[config.mk]
export PLATFORM = sky130hd
export DESIGN_NAME = ddr3_app_tester
export DESIGN_NICKNAME = d
export VERILOG_FILES = /design/src/rtl/ddr3_app_tester.sv
export SDC_FILE = /design/constraint.sdc
export NUM_CORES = 1
export LEC_CHECK = 0
export CAP_MARGIN = 25
export CORE_AREA = 4 4 286 288
export CTS_BUF_LIST = sky130_fd_sc_hd__clkbuf_16
export DETAILED_ROUTE_END_ITERATION = 16
export DIE_AREA = 0 0 290 292
export SKIP_LAST_GASP = 1
export SLEW_MARGIN = 20
export SYNTH_ARGS = -nofsm -noshare
export SYNTH_HDL_FRONTEND = slang
export SYNTH_SLANG_ARGS = --single-unit
[constraint.sdc]
create_clock -name i_sys_clk -period 4.8 [get_ports i_sys_clk]
set_input_delay 0.48 -clock i_sys_clk [delete_from_list [all_inputs] [get_ports i_sys_clk]]
set_output_delay 0.48 -clock i_sys_clk [all_outputs]
set_load 0.02 [all_outputs]
[src/rtl/ddr3_app_tester.sv]
// Self-checking traffic generator for the MIG native app interface: writes a
// seed-based incrementing pattern over an address range, reads it back and counts mismatches.
module ddr3_app_tester #(
   parameter int PAYLOAD_WIDTH = 64,
   parameter int ADDR_WIDTH    = 28,
   parameter int ADDR_STEP     = 8
) (
   input  logic                         i_sys_clk,
   input  logic                         i_sys_rst,
   input  logic                         i_start,
   input  logic                         i_init_done,
   input  logic [ADDR_WIDTH-1:0]        i_base_addr,
   input  logic [31:0]                  i_word_count,
   input  logic [31:0]                  i_seed,
   output logic                         o_busy,
   output logic                         o_done,
   output logic [31:0]                  o_err_count,
   output logic [ADDR_WIDTH-1:0]        o_first_err_addr,
   output logic [ADDR_WIDTH-1:0]        o_app_addr,
   output logic [2:0]                   o_app_cmd,
   output logic                         o_app_en,
   input  logic                         i_app_rdy,
   output logic [4*PAYLOAD_WIDTH-1:0]   o_app_wdf_data,
   output logic [4*PAYLOAD_WIDTH/8-1:0] o_app_wdf_mask,
   output logic                         o_app_wdf_wren,
   output logic                         o_app_wdf_end,
   input  logic                         i_app_wdf_rdy,
   input  logic [4*PAYLOAD_WIDTH-1:0]   i_app_rd_data,
   input  logic                         i_app_rd_data_valid
);
   localparam int DATA_W = 4*PAYLOAD_WIDTH;
   localparam int REP    = DATA_W/32;
   localparam logic [ADDR_WIDTH-1:0] STEP = ADDR_WIDTH'(ADDR_STEP);

   typedef enum logic [1:0] {IDLE, WRITE, READ, DONE_ST} state_t;

   state_t                r_state, w_nextState;
   logic [31:0]           r_count, r_wrIdx, r_rdIssued, r_rdRet, r_wrVal, r_retVal, r_errCount;
   logic [ADDR_WIDTH-1:0] r_base, r_appAddr, r_retAddr, r_firstErrAddr;
   logic [2:0]            r_appCmd;
   logic                  r_appEn, r_wren, r_done;

   logic w_accept, w_wordDone, w_lastWr, w_beat, w_lastBeat, w_mismatch;

   // A write word retires once each side is either already accepted or is being accepted now.
   assign w_accept   = (r_state == IDLE) && i_start && i_init_done;
   assign w_wordDone = (r_state == WRITE) && (!r_appEn || i_app_rdy) && (!r_wren || i_app_wdf_rdy);
   assign w_lastWr   = (r_wrIdx == r_count - 32'd1);
   assign w_beat     = (r_state == READ) && i_app_rd_data_valid;
   assign w_lastBeat = (r_rdRet == r_count - 32'd1);
   assign w_mismatch = (i_app_rd_data != {REP{r_retVal}});

   always_ff @(posedge i_sys_clk) begin
      if (i_sys_rst) r_state <= IDLE;
      else           r_state <= w_nextState;
   end

   always_comb begin
      w_nextState = r_state;
      case (r_state)
         IDLE:    if (w_accept) w_nextState = (i_word_count == 32'd0) ? DONE_ST : WRITE;
         WRITE:   if (w_wordDone && w_lastWr) w_nextState = READ;
         READ:    if (w_beat && w_lastBeat) w_nextState = DONE_ST;
         DONE_ST: w_nextState = IDLE;
         default: w_nextState = IDLE;
      endcase
   end

   always_comb begin
      o_busy           = (r_state == WRITE) || (r_state == READ);
      o_done           = r_done;
      o_err_count      = r_errCount;
      o_first_err_addr = r_firstErrAddr;
      o_app_addr       = r_appAddr;
      o_app_cmd        = r_appCmd;
      o_app_en         = r_appEn;
      o_app_wdf_data   = {REP{r_wrVal}};
      o_app_wdf_mask   = '0;
      o_app_wdf_wren   = r_wren;
      o_app_wdf_end    = r_wren;
   end

   always_ff @(posedge i_sys_clk) begin
      if (i_sys_rst) begin
         r_count <= '0; r_wrIdx <= '0; r_rdIssued <= '0; r_rdRet <= '0;
         r_wrVal <= '0; r_retVal <= '0; r_errCount <= '0;
         r_base <= '0; r_appAddr <= '0; r_retAddr <= '0; r_firstErrAddr <= '0;
         r_appCmd <= 3'b000; r_appEn <= 1'b0; r_wren <= 1'b0; r_done <= 1'b0;
      end else begin
         case (r_state)
            IDLE: begin
               if (w_accept) begin
                  r_count        <= i_word_count;
                  r_base         <= i_base_addr;
                  r_done         <= 1'b0;
                  r_errCount     <= '0;
                  r_firstErrAddr <= '0;
                  r_wrIdx        <= '0;
                  r_rdIssued     <= '0;
                  r_rdRet        <= '0;
                  r_wrVal        <= i_seed;
                  r_retVal       <= i_seed;
                  r_retAddr      <= i_base_addr;
                  r_appAddr      <= i_base_addr;
                  r_appCmd       <= 3'b000;
                  r_appEn        <= (i_word_count != 32'd0);
                  r_wren         <= (i_word_count != 32'd0);
               end
            end
            WRITE: begin
               if (w_wordDone && w_lastWr) begin
                  r_appCmd  <= 3'b001;
                  r_appAddr <= r_base;
                  r_appEn   <= 1'b1;
                  r_wren    <= 1'b0;
               end else if (w_wordDone) begin
                  r_wrIdx   <= r_wrIdx + 32'd1;
                  r_wrVal   <= r_wrVal + 32'd1;
                  r_appAddr <= r_appAddr + STEP;
                  r_appEn   <= 1'b1;
                  r_wren    <= 1'b1;
               end else begin
                  if (r_appEn && i_app_rdy)    r_appEn <= 1'b0;
                  if (r_wren && i_app_wdf_rdy) r_wren  <= 1'b0;
               end
            end
            READ: begin
               if (r_appEn && i_app_rdy) begin
                  r_rdIssued <= r_rdIssued + 32'd1;
                  if (r_rdIssued == r_count - 32'd1) r_appEn <= 1'b0;
                  else                                r_appAddr <= r_appAddr + STEP;
               end
               // Returns arrive in command order, so the return counter alone names the expected word.
               if (w_beat) begin
                  r_rdRet   <= r_rdRet + 32'd1;
                  r_retVal  <= r_retVal + 32'd1;
                  r_retAddr <= r_retAddr + STEP;
                  if (w_mismatch) begin
                     if (r_errCount != 32'hFFFF_FFFF) r_errCount <= r_errCount + 32'd1;
                     if (r_errCount == 32'd0)         r_firstErrAddr <= r_retAddr;
                  end
               end
            end
            DONE_ST: begin
               r_done  <= 1'b1;
               r_appEn <= 1'b0;
               r_wren  <= 1'b0;
            end
            default: ;
         endcase
      end
   end
endmodule

Yosys cells after proc, flatten, opt, wreduce, memory -nomap -nowiden
Cells that the tools add are included.
- word-level logic and storage cells: 135
- register bits after elaboration: 344
- input bits: 355
- output and inout port bits: 384
- add/subtract/negate cells: 9
- equality and inequality tests: 23
- reductions and logical operators: 35
- muxes and demuxes: 52
- operators with widths (operator ; number):
    2-to-1 mux 32 bit ; 12
    case mux 32 bit (2 select lines) ; 6
    2-to-1 mux 28 bit ; 10
    != test 256 bit ; 1
    adder 32 x 1 -> 32 bit (second input constant) ; 6
    case mux 28 bit (2 select lines) ; 2
    == test 32 bit ; 3
    case mux 28 bit (3 select lines) ; 1
    zero test 32 bit ; 2
    adder 28 x 4 -> 28 bit (second input constant) ; 2
    != test 32 bit (second input constant) ; 1
    nonzero test 32 bit ; 1
    subtractor 32 x 1 -> 32 bit (second input constant) ; 1
    AND reduction 3 bit ; 5
    AND reduction 5 bit ; 3
    != test 2 bit (second input constant) ; 7
    2-to-1 mux 1 bit ; 10
    != test 2 x 1 -> 1 bit (second input constant) ; 5
    logical AND 1 bit ; 9
    2-to-1 mux 2 bit ; 4
    != test 4 x 3 -> 1 bit (second input constant) ; 2
    case mux 2 bit (4 select lines) ; 1
    AND reduction 4 bit ; 2
    2-to-1 mux 3 bit ; 2
    13 further kinds ; 21

Longest topological paths before layout
- depth in word-level cells: 7
- depth in mapped cells: 16
- gate-level depth less buffers: 12

Worst setup path after synthesis
No wires, ideal clock.
- kind: register -> register
- from: register r_count[0]
- to: register r_appAddr[12] (netlist: o_app_addr[12])
- path buffers: 2
- library setup time: 0.070 ns
- path slack: 0.854 ns
- arrival time: 3.875 ns
- period minus slack after synthesis: 3.946 ns
- required time: 4.730 ns
- cell stages (with the launch flop): 15
- cell sequence: dfxtp_1 buf_2 inv_1 ha_1 or4b_2 nor4_4 a31oi_1 or4_1 nor4_2 nand4b_1 nor2_2 buf_2 mux2_2 a211o_1 a21oi_1
- cells in the longest elaborated chain, start to end: 5
- elaborated cells on any way between the ends: 9
- classes of those cells: add/sub (1); eq/ne (4); mux (2); reduce/logical (2)
- ends and longest elaborated chain (item ; RTL line ; text):
    start: declaration ; 38 ; logic [31:0] r_count, r_wrIdx, r_rdIssued, r_rdRet, r_wrVal, r_retVal, r_errCount;
    start signal: assignment ; 93 ; r_count <= i_word_count;
    subtractor 32 x 1 -> 32 bit (*) ; 48, 130 ;
    == test 32 bit ; 48 ; assign w_lastWr = (r_wrIdx == r_count - 32'd1);
    logical AND 1 bit ; 111 ; if (w_wordDone && w_lastWr) begin
    != test 3 bit (no line) / 2-to-1 mux 28 bit (equally long branches) ; - ;
    AND reduction 5 bit (no line) / case mux 28 bit (3 select lines) (equally long branches) ; - ;
    end signal: assignment ; 113 ; r_appAddr <= r_base;
    end signal: assignment ; 119 ; r_appAddr <= r_appAddr + STEP;
    end signal: assignment ; 131 ; else r_appAddr <= r_appAddr + STEP;
    end: declaration ; 39 ; logic [ADDR_WIDTH-1:0] r_base, r_appAddr, r_retAddr, r_firstErrAddr;
Every way passes the cells marked *; elsewhere a longest branch is shown, timed or not.
A chain may end at the register's enable or synchronous reset.

Worst setup path after layout
- from: register r_count[1]
- to: register r_wrVal[26]
- cells in the longest elaborated chain, start to end: 5
- ends and longest elaborated chain (item ; RTL line ; text):
    subtractor 32 x 1 -> 32 bit ; 48 ;
    == test 32 bit ; 48 ;
    logical AND 1 bit ; 111 ;
    != test 2 bit (no line) ; - ;
    AND reduction 4 bit (no line) ; - ;
    end signal: assignment ; 101 ; r_wrVal <= i_seed;
    end signal: assignment ; 118 ; r_wrVal <= r_wrVal + 32'd1;
    end: declaration ; 38 ;
Every way passes these cells.

==> flow_summary.rst <==
.. list-table::
   :header-rows: 1

   * - Metric
     - Value
   * - Final WS setup
     - 0.272 ns
   * - Fraction of the yosys area taken by sequential cells
     - 27.6%
   * - Total negative slack for setup checks
     - 0 ns
   * - Number of buffers inserted by post-CTS setup repair
     - 0
   * - Vias in the first global route
     - 24,400
   * - Startpoint Class
     - flip-flop
   * - Final routed wire length divided by cell count
     - 25.0 µm
   * - First-pass GRT wire length
     - 171,000 µm
   * - Maximum vdd drop
     - 473 µV
   * - Pleak
     - 11.2 nW
   * - Clock sink count
     - 342
   * - Maximum root-to-sink buffer count
     - 3
   * - I/O pin total
     - 739
   * - Avg Synthesized Cell Area
     - 7.43 µm²
   * - Number of antenna violations at the first check in global routing
     - 10
   * - Cell Rows
     - 103
   * - Initial Util
     - 31.4%
   * - Global route overflow
     - 0
   * - Count of H-tree levels built during CTS
     - 2
   * - Die Outline Area
     - 84,700 µm²
   * - Count of routing violations after the opening detailed-route iteration
     - 2,768
   * - Clock tree from TritonCTS
     - yes
   * - Shortest period the worst path allows
     - 4.53 ns
   * - Final Hold Fails
     - 0
   * - Number of filler cells placed in the layout
     - 8,103
   * - Worst skew pair latency
     - 0.58 ns
   * - Weighted congestion at the end of routability-driven global placement
     - 1.02
   * - Worst hold path type
     - flip-flop to flip-flop
   * - Final worst clock skew
     - 0.0309 ns
   * - Yosys cell types
     - 87
   * - Summed instance area of the synthesized netlist
     - 24,800 µm²
   * - Area Overhead vs Synth
     - 31.0%
   * - Final setup vio count
     - 0
   * - Tcrit/Tclk final
     - 94.3%
   * - Post-layout utilization of the core
     - 41.2%
   * - Vias per std cell
     - 5.52
   * - Met2 Track Usage GR
     - 40.4%
   * - Number of synthesized flops with an enable pin
     - 0
   * - FF+latch count, synth
     - 342
   * - CP Max Fanout
     - 11
   * - Share of synthesized flip-flops with an asynchronous set or reset
     - 0%
   * - Area occupied by registers
     - 6850 µm²
   * - Clock input transition at the sequential cells of the worst setup and hold paths
     - 0.06 ns
   * - Max capacitance violation total
     - 0
   * - Met3 routing resource usage after global routing
     - 5.97%
   * - Busiest layer in global routing
     - met2
   * - DRC violation count after routing
     - 0
   * - Outcome
     - completed
   * - Post-cts gate resize count
     - 0
   * - Highest attainable clock frequency
     - 0.221 GHz
   * - Number of clock buffers inserted by TritonCTS
     - 43
   * - Cell Pwr Density
     - 571 nW/µm²
   * - Pin count of the biggest net entering global routing
     - 97
   * - Number of max-slew violations in the final report
     - 0
   * - Detail Placement HPWL
     - 93,800 µm
   * - Wirelength, routed
     - 120,000 µm
   * - Commonest cells after routing, fill and taps aside
     - 703 x clkdlybuf4s50_1, 373 x nand2_1, 342 x dfxtp_1
   * - Category of the worst setup path capture point
     - flip-flop
   * - Setup repair after global routing missed its margin
     - false
   * - Most instantiated flip-flop cell in the synthesis netlist
     - dfxtp_1
   * - Fraction of final layout cells sized beyond drive strength 1
     - 5.50%
   * - Final net count
     - 4,085
   * - Required time of the critical path
     - 5.23 ns
   * - Die span in x
     - 290 µm
   * - Placeable core area
     - 78,900 µm²
   * - Number of warnings issued by yosys
     - 0
   * - Worst rel slew slack
     - 32.6%
   * - Post-CTS Hold Buffers
     - 0
   * - Transition time at the pin with the least slew margin
     - 1.01 ns
   * - Input/output buffers
     - 704
   * - Most common library cell in the layout ignoring fill and taps
     - clkdlybuf4s50_1
   * - DRT antenna net count
     - 0
   * - Endpoint arrival time on the critical path
     - 4.95 ns
   * - Dpl ws
     - 0.322 ns
   * - GR met1 Demand/Resource
     - 37.1%
   * - Via count
     - 26,500
   * - Critical path class
     - flip-flop to flip-flop
   * - Cells after Synth
     - 3,340
   * - Combined area of the multi-input logic cells
     - 14,900 µm²
   * - First-pass detailed-route iteration total
     - 7
   * - Total routing resource utilization after global routing
     - 26.4%
   * - Cell at the root of the clock tree
     - clkbuf_16
   * - Chip Height
     - 292 µm
final cells by class:
class	instances	share of cell area (%)
multi-input cells	2467	46.0
repair buffers	780	23.7
flip-flops and latches	342	21.1
well taps	1050	4.04
clock buffers	43	3.31
inverters	81	0.936
clock inverters	31	0.897
diodes	10	0.0770
path summary, 6_finish.rpt:
path	from	depth (start not counted)	end	slack (ns)
max	r_count[1]	12	r_wrVal[26]	0.27
min reg2reg	r_base[2]	2	r_base[2]	0.45
max reg2reg	r_count[1]	12	r_wrVal[26]	0.27
min	r_base[2]	2	r_base[2]	0.45
worst max-delay path, stage by stage, from the launching register on:
cell      delay, ns
dfxtp_1        0.35
inv_1          0.08
ha_1           0.22
or4b_2         0.69
nor4_4         0.40
a31oi_1        0.14
or4_1          0.60
nor4_2         0.41
nand3b_1       0.15
or4_4          0.52
and2_4         0.20
nand2_1        0.47
o32ai_2        0.14
synth_stat cells (9+ instances only):
cell         n  area share, %
o21ai_0    116            2.3
o2111ai_1   19           0.67
a31oi_1     17           0.43
mux2_2       9           0.41
inv_1       76            1.2
buf_2       16           0.32
xor2_1     111            3.9
o22ai_1     41            1.0
nand4_1     74            1.9
buf_1       20           0.30
and3_1      66            1.7
mux2i_1     14           0.57
a211oi_1    20           0.61
o41ai_1     20           0.71
nand3_1    156            3.1
a311oi_1     9           0.32
or2_2       13           0.33
and4_1      14           0.49
or3_1       63            1.6
a21oi_1    299            6.0
o211ai_1    10           0.30
a22oi_1     20           0.61
ha_1        15           0.76
a22o_1      11           0.39
or4_1       28           0.85
nor2b_1     27           0.68
clkbuf_1   174            2.6
nor2_1     256            3.9
buf_4      266            8.1
xnor2_1    132            4.7
a221o_1     14           0.57
nand2b_1    57            1.4
nor4_1      76            1.9
o2bb2ai_1   24           0.85
nor3_1      95            1.9
o31ai_1     20           0.61
a21o_1      18           0.54
dfxtp_1    342             28
nand2_1    373            5.6
o21ai_1     13           0.26
and2_1      26           0.66
xnor3_1     13            1.2
a2111oi_0   22           0.78
metal layers:
metal  share of wire (%)  wire length, µm
met2                  44            52800
met5               0.022               26
met3                 8.7            10400
met4                 3.2             3840
met1                  44            52800
stage by stage:
step                instances  hold slack [ns]  power [W]  cell area, µm²
floorplan                3373            0.432     0.0114           24900
global placement         4718            0.437     0.0151           31100
detailed placement       4718            0.442     0.0151           31100
CTS                      4792            0.449     0.0185           32400
global route             4798            0.466     0.0195           32500
finish                   4804            0.450     0.0185           32500
where the power goes:
group / switching [W] / internal (W)
clock: 0.00132 / 0.00194
combinational: 0.00636 / 0.00425
sequential: 0.00131 / 0.00335
kinds of logic after synthesis:
| kind of cell | count (synthesis) | share of synthesized area (%) |
|---|---|---|
| other | 1 | 0.0151 |
| muxes | 23 | 0.974 |
| buffers and inverters | 564 | 12.9 |
| xor gates and xnor gates | 258 | 9.95 |
| DFF | 342 | 27.6 |
| and+or+nand+nor | 1363 | 27.6 |
| AOI/OAI and AO/OA | 774 | 20.3 |
| adders and majority gates | 15 | 0.757 |
registers in the layout, summed over array words and instances (netlist names):
register	flops
r_wrIdx	32
r_retAddr	28
o_first_err_addr	28
r_base	28
o_app_cmd	1
r_retVal	32
r_count	32
o_done	1
r_state	2
o_app_addr	28
o_app_en	1
r_rdIssued	32
o_app_wdf_end	1
r_wrVal	32
o_err_count	32
r_rdRet	32
Power figures use the tool's default switching activity.
